`src/rtl/spatz_vred_accumulator.sv`:
```
// Vector reduction accumulator: folds the SIMD lane's element stream into one
// scalar (sum/and/or/xor/min/max) and hands it back over a valid/ready port.
module spatz_vred_accumulator #(
    parameter int unsigned Width   = 8,
    parameter int unsigned VlWidth = 10
) (
    input  logic               clk_i,
    input  logic               rst_i,
    input  logic               cmd_valid_i,
    output logic               cmd_ready_o,
    input  logic [2:0]         cmd_op_i,
    input  logic               cmd_signed_i,
    input  logic [VlWidth-1:0] cmd_vl_i,
    input  logic [Width-1:0]   cmd_init_i,
    input  logic               elem_valid_i,
    output logic               elem_ready_o,
    input  logic [Width-1:0]   elem_data_i,
    output logic               res_valid_o,
    input  logic               res_ready_i,
    output logic [Width-1:0]   res_data_o,
    output logic               busy_o
);

    localparam logic [2:0] OP_SUM = 3'd0;
    localparam logic [2:0] OP_AND = 3'd1;
    localparam logic [2:0] OP_OR  = 3'd2;
    localparam logic [2:0] OP_XOR = 3'd3;
    localparam logic [2:0] OP_MIN = 3'd4;
    localparam logic [2:0] OP_MAX = 3'd5;

    typedef enum logic [1:0] {
        IDLE  = 2'd0,
        ACCUM = 2'd1,
        DONE  = 2'd2
    } state_e;

    state_e               state_q;
    logic [2:0]           op_q;
    logic                 signed_q;
    logic [VlWidth-1:0]   cnt_q;
    logic [Width-1:0]     acc_q;

    // One fold step; min/max compare in Width+1 bits so signed and unsigned
    // share a single signed comparator. Ties keep the accumulator.
    function automatic logic [Width-1:0] fold(
        input logic [2:0]       op,
        input logic             sgn,
        input logic [Width-1:0] acc,
        input logic [Width-1:0] elem
    );
        logic [Width:0]   acc_ext;
        logic [Width:0]   elem_ext;
        logic             elem_lt;
        logic             elem_gt;
        logic [Width-1:0] result;
        acc_ext  = {sgn & acc[Width-1], acc};
        elem_ext = {sgn & elem[Width-1], elem};
        elem_lt  = $signed(elem_ext) < $signed(acc_ext);
        elem_gt  = $signed(elem_ext) > $signed(acc_ext);
        result   = acc;
        case (op)
            OP_SUM:  result = acc + elem;
            OP_AND:  result = acc & elem;
            OP_OR:   result = acc | elem;
            OP_XOR:  result = acc ^ elem;
            OP_MIN:  result = elem_lt ? elem : acc;
            OP_MAX:  result = elem_gt ? elem : acc;
            default: result = acc;
        endcase
        return result;
    endfunction

    // Control and datapath registers.
    always_ff @(posedge clk_i) begin
        if (rst_i) begin
            state_q  <= IDLE;
            op_q     <= 3'd0;
            signed_q <= 1'b0;
            cnt_q    <= '0;
            acc_q    <= '0;
        end else begin
            case (state_q)
                IDLE: begin
                    if (cmd_valid_i) begin
                        op_q     <= cmd_op_i;
                        signed_q <= cmd_signed_i;
                        cnt_q    <= cmd_vl_i;
                        acc_q    <= cmd_init_i;
                        state_q  <= (cmd_vl_i == '0) ? DONE : ACCUM;
                    end
                end
                ACCUM: begin
                    if (elem_valid_i) begin
                        acc_q <= fold(op_q, signed_q, acc_q, elem_data_i);
                        cnt_q <= cnt_q - VlWidth'(1);
                        if (cnt_q == VlWidth'(1)) begin
                            state_q <= DONE;
                        end
                    end
                end
                DONE: begin
                    if (res_ready_i) begin
                        state_q <= IDLE;
                    end
                end
                default: state_q <= IDLE;
            endcase
        end
    end

    // Handshake outputs decode the state register directly.
    assign cmd_ready_o  = (state_q == IDLE);
    assign elem_ready_o = (state_q == ACCUM);
    assign res_valid_o  = (state_q == DONE);
    assign busy_o       = (state_q != IDLE);
    assign res_data_o   = acc_q;

endmodule
```
`config.mk`:
```
export PLATFORM = sky130hd
export DESIGN_NAME = spatz_vred_accumulator
export DESIGN_NICKNAME = d
export VERILOG_FILES = /design/src/rtl/spatz_vred_accumulator.sv
export SDC_FILE = /design/constraint.sdc
export NUM_CORES = 1
export LEC_CHECK = 0
export ABC_CLOCK_PERIOD_IN_PS = 2500
export CAP_MARGIN = 5
export CORE_ASPECT_RATIO = 0.9
export CORE_MARGIN = 4
export CORE_UTILIZATION = 54
export CTS_BUF_LIST = sky130_fd_sc_hd__clkbuf_2
export CTS_CLUSTER_SIZE = 40
export DETAILED_ROUTE_END_ITERATION = 10
export GPL_ROUTABILITY_DRIVEN = 0
export GPL_TIMING_DRIVEN = 0
export PLACE_DENSITY = 0.83
export SYNTH_ARGS = -nofsm -noshare
export SYNTH_HDL_FRONTEND = slang
export SYNTH_SLANG_ARGS = --single-unit
export TNS_END_PERCENT = 20
```
`constraint.sdc`:
```
create_clock -name clk_i -period 2.5 [get_ports clk_i]
set_input_delay 0.375 -clock clk_i [delete_from_list [all_inputs] [get_ports clk_i]]
set_output_delay 0.375 -clock clk_i [all_outputs]
set_load 0.02 [all_outputs]
```
Word-level counts from Yosys, hierarchy flattened
Cells that the tools add are included.
{"block": "totals", "elab_cells": 53, "inputBits": 35, "regBits": 24, "output_inout_bits": 12}
{"block": "classes", "n_reduce_logical": 9, "n_lt_le_gt_ge": 2, "eq_ne": 15, "n_addsub": 2, "bitwise": 5, "mux": 15}
{"operator": "$pmux W8 S6", "n": 1}
{"operator": "$mux W8", "n": 4}
{"operator": "$mux W10", "n": 2}
{"operator": "$pmux W10 S2", "n": 1}
{"operator": "$pmux W8 S2", "n": 1}
{"operator": "$eq A10 B1 Y1 const B", "n": 1}
{"operator": "$logic_not A10 Y1", "n": 1}
{"operator": "$mux W2", "n": 5}
{"operator": "$sub A10 B1 Y10 const B", "n": 1}
{"operator": "$gt A9 B9 Y1", "n": 1}
{"operator": "$lt A9 B9 Y1", "n": 1}
{"operator": "$add A8 B8 Y8", "n": 1}
{"operator": "$and A8 B8 Y8", "n": 1}
{"operator": "$or A8 B8 Y8", "n": 1}
{"operator": "$xor A8 B8 Y8", "n": 1}
{"operator": "$ne A7 B1 Y1 const B", "n": 1}
{"operator": "$eq A3 B2 Y1 const B", "n": 2}
{"operator": "$eq A3 B3 Y1 const B", "n": 2}
{"operator": "$ne A3 B3 Y1 const B", "n": 2}
{"operator": "$pmux W2 S3", "n": 1}
{"operator": "$reduce_and A6 Y1", "n": 1}
{"operator": "$ne A2 B1 Y1 const B", "n": 2}
{"operator": "$ne A2 B2 Y1 const B", "n": 2}
{"operator": "$reduce_and A4 Y1", "n": 1}
{"operator": "9 further kinds", "n": 11}

Depth between registers and ports, before layout
{"block": "depth", "ltp_word": 6, "mapped_depth": 9, "depth_no_buf": 9}

Worst setup path after synthesis
No wires, ideal clock.
{"block": "synth_timing", "kind": "register -> register", "start": "register acc_q[5], in the netlist res_data_o[5]", "end": "register acc_q[1], in the netlist res_data_o[1]", "required_time_ps": 2379, "path_slack_ps": 78, "synth_period_minus_slack_ps": 2422, "arrival_time_ps": 2301, "path_stages_with_launch": 8, "path_cell_list": "dfxtp_1 > inv_1 > ha_1 > a2111oi_4 > o31ai_1 > a2111o_1 > o211ai_2 > mux2_2"}
{"block": "synth_between", "elab_chain_cells": 3, "elab_cells_between_ends": 5}
{"element": "start: declaration", "line": "41", "source": "logic [Width-1:0] acc_q;"}
{"element": "start signal: assignment", "line": "88", "source": "acc_q <= cmd_init_i;"}
{"element": "start signal: assignment", "line": "94", "source": "acc_q <= fold(op_q, signed_q, acc_q, elem_data_i);"}
{"element": "$gt A9 B9 Y1 or $lt A9 B9 Y1 (tied branches)", "line": "59, 58"}
{"element": "$ne A3 B3 Y1 (no source line)"}
{"element": "$reduce_and A6 Y1 (no source line) (*)"}
Every way passes the cells marked *; elsewhere a longest branch is shown, timed or not.
A chain may end at the register's enable or synchronous reset.

Worst setup path in the final report
{"block": "layout_timing", "start": "register state_q[1]", "end": "output elem_ready_o"}
{"block": "layout_between", "elab_chain_cells": 1}
{"element": "start: declaration", "line": "37", "source": "state_e state_q;"}
{"element": "start signal: assignment", "line": "89", "source": "state_q <= (cmd_vl_i == '0) ? DONE : ACCUM;"}
{"element": "$eq A2 B1 Y1", "line": "113", "source": "assign elem_ready_o = (state_q == ACCUM);"}
{"element": "end: declaration", "line": "16", "source": "output logic elem_ready_o,"}
Every way passes these cells.

==> impl_metrics.toml <==
[critical_path]
cp-start-kind = "flop"
critPathTopFamily = "buffers and inverters"
r2r-start = "res_data_o[6]$_SDFFE_PP0P_"
worstPathCellList = "nand2b_2, inv_1, clkbuf_2, dlygate4sd2_1"
cp_max_fo = 10
path_class = "flop to output port"
critPathLaunch = "state_q[1]$_SDFFE_PP0P_"
slowest_stage = "dfxtp_1"
crit_arrival_ns = 2.06
max_stage_delay_ns = 0.44
crit_buf_inv = 3
cp.required_ns = 2.12
worstSetupEndpointType = "output port"

[sta]
setup_violations = 0
worst_slack_ns = 0.0637
hold_violations = 0
fin_crit_ns = 2.44
fin_skew_ns = 0.0153
timing.fmax_mhz = 410
setup_tns_ns = 0
slew_violations = 0
layout_worst_path_cycle_share = 0.975
relSlewSlack = 0.625
tightest_slew_ns = 0.563
fin_hold_ws_ns = 0.509

[cts]
cts_tree = "yes"
cts_buffers = 3
path_clk_slew_ns = 0.25
root_buffer = "clkbuf_2"
clock_sinks = 24
cts.path.max_buffers = 2
clk_latency_ns = 0.37
cts-hold-fix-buffers = 0
ctsHtreeMaxLevel = 1

[logic_synthesis]
yosys.area.top_type = "dfxtp_1"
syn_inst = 309
synth_top_area_share = 0.202
synth_seq_area_share = 0.202
syn_nets = 371
synth_seq_cells = 24
avgSynthCellArea_um2 = 7.71
synth_area_um2 = 2380
ys_async_sr_fraction = 0
netlist_top_cells_area = "dfxtp_1 20%, ha_1 14%, a21oi_1 5.3%, nor2_1 5.0%, mux2i_1 4.6%"
synth_edf_count = 0
ys_warn_count = 0
yosys_most_used_dff = "dfxtp_1"
synth_cell_type_count = 46

[floorplanning]
io_pins = 47
die_y_um = 71.0
die_width_um = 78.0
start_util = 0.573
rows = 22
coreArea_um2 = 4160
die_area_um2 = 5540

[route]
dr.pass1.iters = 5
wl_per_cell_um = 16.9
drc = 0
viasPerCell = 6.01
drt_iter0_drc = 229
antenna_left = 0
routed_wl_um = 7160
vias = 2541

[pwr]
p_int_uw = 979
ir_drop_uv = 352
p_switching_uw = 804
p_clk_frac = 0.091
p_comb_frac = 0.617
power_density_nw_per_um2 = 579
p_sw_frac = 0.451
power_frac_seq = 0.292
power.leakage_uw = 0.00127

[finish]
design_area_um2 = 3080
drive_above_1_share = 0.121
layout.nets = 426
antennaDiodeCount = 0
area_growth_pct = 29.4
layout.cells.non_filler = 423

[global_route]
first_global_vias = 2297
antenna_found_initial = 0
grt_pass1_wl_um = 11200
overflow = 0
track_usage = 0.251
grt_max_degree = 14

[place]
dp.cells = 415
dp_hpwl_um = 5140
postPlaceCellArea_um2 = 2920
dpl_worst_slack_ns = -0.619
portBuffers = 46

[status]
outcome = "completed"

[hold_path]
worstHoldPathType = "flop to flop"
hp-start = "cnt_q[8]$_SDFFE_PP0P_"

[flow_run]
maxCapViolations = 0
## per-stage QoR
| stage | total power [uW] | utilization |
|---|---|---|
| 3_5_place_dp | 1510 | 0.702 |
| 2_1_floorplan | 1200 | - |
| 3_3_place_gp | 1490 | 0.702 |
| 6_report | 1780 | 0.741 |
| 5_1_grt | 1900 | 0.741 |
| 4_1_cts | 1700 | 0.716 |
## path summary, 6_finish.rpt
check | end | cells past startpoint | slack [ns]
max | elem_ready_o | 4 | 0.06
min | cnt_q[8]$_SDFFE_PP0P_ | 2 | 0.51
max reg2reg | res_data_o[5]$_SDFFE_PP0P_ | 8 | 0.07
min reg2reg | cnt_q[8]$_SDFFE_PP0P_ | 2 | 0.51
## synth_stat cells (5+ instances only)
master	n
nor2_1	32
a31oi_1	7
o221ai_1	7
or3_1	5
nor3_1	10
o22ai_1	5
nand2_1	14
mux2_2	8
a211oi_1	6
nor2b_1	7
xor2_1	5
dfxtp_1	24
clkbuf_1	15
nand2b_1	12
mux2i_1	11
a21oi_1	25
inv_1	24
nand3_1	6
ha_1	26
o21ai_0	10
## routing by layer
metal / up-vias / global-route usage / routed length, um
li1: 1225 / - / -
met4: 0 / 0.0660 / 88
met2: 134 / 0.386 / 3220
met3: 10 / 0.0407 / 617
met1: 1172 / 0.363 / 3230
met5: - / 0 / 0
## timing repair
| item | 4_1_cts | 5_1_grt |
|---|---|---|
| buffers inserted | 1 | 5 |
| endpoints found under the setup margin | 9 | 6 |
| pin swaps | 2 | 3 |
| gates resized for setup | 17 | 15 |
## sequential cells by signal (all words and copies together) (netlist names)
register / cells
res_data_o: 8
state_q: 2
op_q: 3
signed_q: 1
cnt_q: 10
## layout make-up
| class | instances | area [um2] |
|---|---|---|
| Clock inverter | 1 | 3.75 |
| Timing Repair Buffer | 52 | 520 |
| Multi-Input combinational cell | 243 | 1820 |
| Tap cell | 60 | 75.1 |
| Sequential cell | 24 | 489 |
| Fill cell | 343 | 1070 |
| Clock buffer | 3 | 15.0 |
| Buffer | 16 | 65.1 |
| Inverter | 24 | 90.1 |
## logic make-up (layout without fill, tap and decap cells)
kind of cell    count (synthesis)  after routing  share of synthesized area
compound gates                 91             91                      0.268
xor+xnor                        6              6                     0.0221
fa+ha+maj                      27             27                      0.145
buf+inv                        42             96                     0.0673
flops                          24             24                      0.202
mux                            19             19                     0.0841
simple gates                  100            100                      0.212
## power by group through the flow
stage	Sequential (uW)	Clock, uW	Combinational (uW)
2_1_floorplan	532	0	668
3_3_place_gp	515	0	977
3_5_place_dp	517	0	993
4_1_cts	518	169	1010
5_1_grt	534	177	1190
6_report	521	162	1100
## cell usage in the layout (no fill, tap or decap), drive strengths merged, types with 11 or more instances in the layout
cell type,instances
inv,24
mux2i,11
nor2,32
dfxtp,24
nand2b,12
clkbuf,16
a21oi,25
ha,26
clkdlybuf4s50,39
nand2,14
## worst reg2reg max path, cell delays in order (launching register included)
cell       delay, ns
dfxtp_2         0.41
inv_1           0.06
ha_2            0.33
a2111oi_4       0.34
o31ai_2         0.15
a2111o_1        0.47
o211ai_4        0.11
buf_12          0.16
mux2_2          0.33
Note: power is estimated with default switching activity, not from simulation.
